<file path="config.mk">
export PLATFORM = sky130hd
export DESIGN_NAME = mem_arbiter_flat
export DESIGN_NICKNAME = d
export VERILOG_FILES = /design/src/rtl/mem_arbiter_if.sv /design/src/rtl/mem_arbiter.sv /design/src/flat_wrapper.sv
export SDC_FILE = /design/constraint.sdc
export NUM_CORES = 1
export LEC_CHECK = 0
export CORE_MARGIN = 2
export CORE_UTILIZATION = 40
export CTS_CLUSTER_DIAMETER = 30
export DETAILED_ROUTE_END_ITERATION = 10
export PLACE_DENSITY = 0.85
export SKIP_LAST_GASP = 1
export SLEW_MARGIN = 40
export SYNTH_ARGS = -nofsm -noshare
export SYNTH_HDL_FRONTEND = slang
export SYNTH_SLANG_ARGS = --single-unit
</file>
<file path="constraint.sdc">
create_clock -name clk -period 12.6 [get_ports clk]
set_input_delay 3.15 -clock clk [delete_from_list [all_inputs] [get_ports clk]]
set_output_delay 3.15 -clock clk [all_outputs]
set_load 0.01 [all_outputs]
</file>
<file path="src/rtl/mem_arbiter_if.sv">
// Handshake bundle between mem_arbiter, the fetch/memory pipeline stages and the unified memory.
// master: arbiter side; slave: pipeline + memory side.
interface mem_arbiter_if #(
    parameter int unsigned ADDR_W = 32,
    parameter int unsigned DATA_W = 32
);
    logic              i_req;
    logic [ADDR_W-1:0] i_addr;
    logic [DATA_W-1:0] i_rdata;
    logic              i_stall;
    logic              d_req;
    logic              d_we;
    logic [ADDR_W-1:0] d_addr;
    logic [DATA_W-1:0] d_wdata;
    logic [DATA_W-1:0] d_rdata;
    logic              d_stall;
    logic              mem_req;
    logic              mem_we;
    logic [ADDR_W-1:0] mem_addr;
    logic [DATA_W-1:0] mem_wdata;
    logic [DATA_W-1:0] mem_rdata;
    logic              mem_ready;
    logic              err;

    modport master (
        input  i_req, i_addr, d_req, d_we, d_addr, d_wdata, mem_rdata, mem_ready,
        output i_rdata, i_stall, d_rdata, d_stall, mem_req, mem_we, mem_addr, mem_wdata, err
    );

    modport slave (
        output i_req, i_addr, d_req, d_we, d_addr, d_wdata, mem_rdata, mem_ready,
        input  i_rdata, i_stall, d_rdata, d_stall, mem_req, mem_we, mem_addr, mem_wdata, err
    );
endinterface

</file>
<file path="src/rtl/mem_arbiter.sv">
// Arbitrates the single-ported unified memory between fetch and memory stages, with timeout guard.
// Define MEM_ARB_RR_EN for round-robin tie-breaking; default is fixed data-over-instruction priority.
module mem_arbiter #(
    parameter int unsigned ADDR_W  = 32,
    parameter int unsigned DATA_W  = 32,
    parameter int unsigned TIMEOUT = 255
) (
    input  logic          clk,
    input  logic          rst,
    mem_arbiter_if.master bus
);
    typedef enum logic [2:0] {IDLE, BUSY_I, BUSY_D, RESP_I, RESP_D} state_t;

    state_t     state;
    logic [7:0] wait_cnt;
    logic       timeout_hit;
    logic       pick_d;

    // wait_cnt counts completed BUSY cycles, so the TIMEOUT-th cycle sees TIMEOUT-1
    assign timeout_hit = (wait_cnt == 8'(TIMEOUT - 1));

`ifdef MEM_ARB_RR_EN
    logic last_d;
    assign pick_d = bus.d_req & (~bus.i_req | ~last_d);

    always_ff @(posedge clk or posedge rst) begin
        if (rst) begin
            last_d <= 1'b0;
        end else if (state == IDLE) begin
            if (pick_d)          last_d <= 1'b1;
            else if (bus.i_req)  last_d <= 1'b0;
        end
    end
`else
    assign pick_d = bus.d_req;
`endif

    assign bus.i_stall = bus.i_req & (state != RESP_I);
    assign bus.d_stall = bus.d_req & (state != RESP_D);

    always_ff @(posedge clk or posedge rst) begin
        if (rst) begin
            state         <= IDLE;
            wait_cnt      <= '0;
            bus.mem_req   <= 1'b0;
            bus.mem_we    <= 1'b0;
            bus.mem_addr  <= '0;
            bus.mem_wdata <= '0;
            bus.i_rdata   <= '0;
            bus.d_rdata   <= '0;
            bus.err       <= 1'b0;
        end else begin
            case (state)
                IDLE: begin
                    if (pick_d) begin
                        state         <= BUSY_D;
                        bus.mem_req   <= 1'b1;
                        bus.mem_we    <= bus.d_we;
                        bus.mem_addr  <= bus.d_addr;
                        bus.mem_wdata <= bus.d_wdata;
                    end else if (bus.i_req) begin
                        state         <= BUSY_I;
                        bus.mem_req   <= 1'b1;
                        bus.mem_we    <= 1'b0;
                        bus.mem_addr  <= bus.i_addr;
                        bus.mem_wdata <= '0;
                    end
                end
                BUSY_I, BUSY_D: begin
                    if (bus.mem_ready || timeout_hit) begin
                        // A timed-out read returns zero; stores never touch d_rdata
                        if (state == BUSY_I)
                            bus.i_rdata <= bus.mem_ready ? bus.mem_rdata : '0;
                        else if (!bus.mem_we)
                            bus.d_rdata <= bus.mem_ready ? bus.mem_rdata : '0;
                        if (!bus.mem_ready)
                            bus.err <= 1'b1;
                        state         <= (state == BUSY_I) ? RESP_I : RESP_D;
                        bus.mem_req   <= 1'b0;
                        bus.mem_we    <= 1'b0;
                        bus.mem_addr  <= '0;
                        bus.mem_wdata <= '0;
                    end else begin
                        wait_cnt <= wait_cnt + 8'd1;
                    end
                end
                RESP_I, RESP_D: begin
                    state    <= IDLE;
                    wait_cnt <= '0;
                end
                default: state <= IDLE;
            endcase
        end
    end
endmodule

</file>
<file path="src/flat_wrapper.sv">
// flat-port wrapper written by rule: the top's interface ports become plain ports
module mem_arbiter_flat 
#(
    parameter int unsigned ADDR_W  = 32,
    parameter int unsigned DATA_W  = 32,
    parameter int unsigned TIMEOUT = 255
)
  (clk, rst, bus_i_req, bus_i_addr, bus_d_req, bus_d_we, bus_d_addr, bus_d_wdata, bus_mem_rdata, bus_mem_ready, bus_i_rdata, bus_i_stall, bus_d_rdata, bus_d_stall, bus_mem_req, bus_mem_we, bus_mem_addr, bus_mem_wdata, bus_err);
  mem_arbiter_if #(.ADDR_W(ADDR_W), .DATA_W(DATA_W)) bus_i ();
  input  logic clk;
  input  logic rst;
  input wire logic [$bits(bus_i.i_req)-1:0] bus_i_req;
  input wire logic [$bits(bus_i.i_addr)-1:0] bus_i_addr;
  input wire logic [$bits(bus_i.d_req)-1:0] bus_d_req;
  input wire logic [$bits(bus_i.d_we)-1:0] bus_d_we;
  input wire logic [$bits(bus_i.d_addr)-1:0] bus_d_addr;
  input wire logic [$bits(bus_i.d_wdata)-1:0] bus_d_wdata;
  input wire logic [$bits(bus_i.mem_rdata)-1:0] bus_mem_rdata;
  input wire logic [$bits(bus_i.mem_ready)-1:0] bus_mem_ready;
  output wire logic [$bits(bus_i.i_rdata)-1:0] bus_i_rdata;
  output wire logic [$bits(bus_i.i_stall)-1:0] bus_i_stall;
  output wire logic [$bits(bus_i.d_rdata)-1:0] bus_d_rdata;
  output wire logic [$bits(bus_i.d_stall)-1:0] bus_d_stall;
  output wire logic [$bits(bus_i.mem_req)-1:0] bus_mem_req;
  output wire logic [$bits(bus_i.mem_we)-1:0] bus_mem_we;
  output wire logic [$bits(bus_i.mem_addr)-1:0] bus_mem_addr;
  output wire logic [$bits(bus_i.mem_wdata)-1:0] bus_mem_wdata;
  output wire logic [$bits(bus_i.err)-1:0] bus_err;
  assign bus_i.i_req = bus_i_req;
  assign bus_i.i_addr = bus_i_addr;
  assign bus_i.d_req = bus_d_req;
  assign bus_i.d_we = bus_d_we;
  assign bus_i.d_addr = bus_d_addr;
  assign bus_i.d_wdata = bus_d_wdata;
  assign bus_i.mem_rdata = bus_mem_rdata;
  assign bus_i.mem_ready = bus_mem_ready;
  assign bus_i_rdata = bus_i.i_rdata;
  assign bus_i_stall = bus_i.i_stall;
  assign bus_d_rdata = bus_i.d_rdata;
  assign bus_d_stall = bus_i.d_stall;
  assign bus_mem_req = bus_i.mem_req;
  assign bus_mem_we = bus_i.mem_we;
  assign bus_mem_addr = bus_i.mem_addr;
  assign bus_mem_wdata = bus_i.mem_wdata;
  assign bus_err = bus_i.err;
  mem_arbiter #(.ADDR_W(ADDR_W), .DATA_W(DATA_W), .TIMEOUT(TIMEOUT)) u_core (.clk(clk), .rst(rst), .bus(bus_i));
endmodule
</file>
==> impl_metrics.tcl <==
set metrics [dict create \
    pwr_density_cell_mw_per_mm2 257 \
    vias 4851 \
    area_delta_synth_final_pct 57.0 \
    status "finished, final reports clean" \
    layout-drive-gt1-share_pct 11.4 \
    worstPathCellList "buf_4 -> inv_1 -> nor2_1 -> clkdlybuf4s50_1" \
    fin_ws_ns 4.91 \
    insertion_delay_ns 0.42 \
    gp_congestion 0.835 \
    path_clk_slew_ns 0.06 \
    tightest_slew_ns 0.773 \
    fmax_mhz 130 \
    synth-main-ff-cell "dfrtp_1" \
    finalClockSkew_ns 0.0182 \
    layout_common_cells "clkdlybuf4s50_1 (264), dfrtp_1 (142), a22o_1 (48), mux2i_1 (33), o2bb2ai_1 (32)" \
    ys_types 47 \
    grt_use_total_pct 21.7 \
    pre_cts_slack_ns 4.92 \
    yosys-top-cells-area "dfrtp_1 (59%), a22o_1 (7.0%), mux2i_1 (5.5%)" \
    holdBufCountCts 0 \
    antenna_cells 0 \
    grt_overflow 0 \
    hold_class "register to register" \
    holdWs_ns 0.485 \
    irDropWorstVdd_uv 136 \
    slowest_delay_ns 0.55 \
    via_per_inst 5.46 \
    dieHeight_um 126 \
    htreeDepth 4 \
    synth_area_per_cell_um2 13.5 \
    ys_warn_count 0 \
    antenna_found_initial 0 \
    cpMaxStageDelayCell "clkdlybuf4s50_1" \
    grt_pass1_vias 5059 \
    clk_path_buf_depth 2 \
    synth-edff-count 0 \
    critPathKind "primary input to primary output" \
    end_kind "primary output" \
    clock-sinks 142 \
    root_buffer "clkbuf_16" \
    drc 0 \
    final_nets 827 \
    start_kind "primary input" \
    cp.arrival_ns 4.54 \
    port_buffers 266 \
    synthCells 443 \
    routedWlPerCell_um 19.2 \
    rsz0062_at_grt "false" \
    ctsResizeCount 0 \
    worst-endpoint-required_ns 9.45 \
    post-dp-hpwl_um 11600 \
    fin_area_mm2 0.00942 \
    fp.dieW_um 126 \
    async_reset_ff_share_pct 100 \
    start_util_pct 41.1 \
    finalHoldViolCount 0 \
    synth_top_area_share_pct 59.2 \
    mostFrequentLayoutCell "clkdlybuf4s50_1" \
    grt_max_degree 101 \
    antenna_left 0 \
    cp_max_fo 36 \
    finalSetupViolCount 0 \
    ys_ff_latch 142 \
    fin_crit_sh_pct 61.0 \
    synth_top_area_cell "dfrtp_1" \
    drt_first_pass_iters 4 \
    synth_fp_nets 579 \
    syn-cell-area_mm2 0.00600 \
    core-area_mm2 0.0146 \
    die-area_mm2 0.0160 \
    cap_viol_max_count 0 \
    ioPinCount 267 \
    placed_cell_area_mm2 0.00874 \
    fin_tns_setup_ns 0 \
    rows 44 \
    grt_pass1_wl_um 27400 \
    cts_buffers 17 \
    cts_setup_buffers 0 \
    drt_iter0_markers 320 \
    slew_violations 0 \
    max_slew_margin_pct 48.4 \
    fin_crit_ns 7.69 \
    yosysSeqAreaShare_pct 59.2 \
    cellLeakagePower_uw 0.00406 \
    routed_wl_um 17100 \
    cts_tree "yes" \
]
==> power breakdown <==
group	total, uW	switching, uW	internal (uW)
sequential	797	141	656
combinational	1060	482	580
clock	565	194	370
total	2420	817	1610
==> critical path: cells and delay by family <==
family / cells / cell delay, ns
buffers and inverters: 3 / 1.22
and+or+nand+nor: 1 / 0.17
==> final timing paths <==
path / start / endpoint / slack [ns] / cells after the start
max: bus_d_req / bus_d_stall / 4.91 / 4
max in group asynchronous: rst / u_core.state[1]$_DFFE_PP0P_ / 8.30 / 3
max reg2reg: u_core.state[0]$_DFFE_PP0P_ / u_core.bus.d_rdata[2]$_DFFE_PP0P_ / 10.04 / 5
min: u_core.bus.d_rdata[14]$_DFFE_PP0P_ / u_core.bus.d_rdata[14]$_DFFE_PP0P_ / 0.48 / 1
min reg2reg: u_core.bus.d_rdata[14]$_DFFE_PP0P_ / u_core.bus.d_rdata[14]$_DFFE_PP0P_ / 0.48 / 1
min in group asynchronous: rst / u_core.bus.d_rdata[24]$_DFFE_PP0P_ / 3.25 / 2
==> routing by layer <==
layer	GRT usage (%)	wire length (um)
met1	28.2	7170
met2	34.8	8180
met3	6.41	1430
met4	7.50	279
met5	0	0
==> logic make-up after synthesis <==
group | Yosys count | synth area share [%]
flops | 142 | 59.2
xor+xnor | 2 | 0.292
compound gates | 136 | 20.1
mux | 49 | 9.14
fa+ha+maj | 2 | 0.417
simple gates | 67 | 7.13
buf+inv | 45 | 3.67
==> registers in the layout, summed over array words and instances (netlist names) <==
register	count
u_core.bus.i_rdata	32
u_core.bus.mem_wdata	32
u_core.bus.mem_req	1
u_core.bus.mem_addr	32
u_core.state	3
u_core.bus.mem_we	1
u_core.bus.d_rdata	32
u_core.bus.err	1
u_core.wait_cnt	8
==> through the flow <==
step	utilization, %	cells	total power [uW]
finish	64.6	888	2420
floorplan	-	443	1320
global route	64.6	888	2550
detailed placement	59.9	856	1860
global placement	59.8	856	1830
CTS	64.5	888	2440
==> Yosys cell counts, drive strengths merged, types with 2 or more instances <==
cell type and n:
buf 23, and2 16, nor3b 2, nand3 4, o21bai 2, dfrtp 142
inv 4, mux2 16, a21bo 17, nor2b 2, a32o 17, nor3 5
or3 2, ha 2, o311ai 3, o2bb2ai 32, a22o 48, o211ai 3
xnor2 2, mux2i 33, o31ai 3, o21ai 5, nand4 19, nor2 9
nand2 4, a21oi 2, clkbuf 18
==> final cells by class <==
type | instances | area, um^2
fill | 1050 | 5170
sequential | 142 | 3550
clock inverter | 11 | 201
timing repair buffer | 270 | 2690
inverter | 4 | 22.5
clock buffer | 21 | 470
tap | 184 | 230
multi-input combinational | 256 | 2250
(Power assumes the default switching activity.)
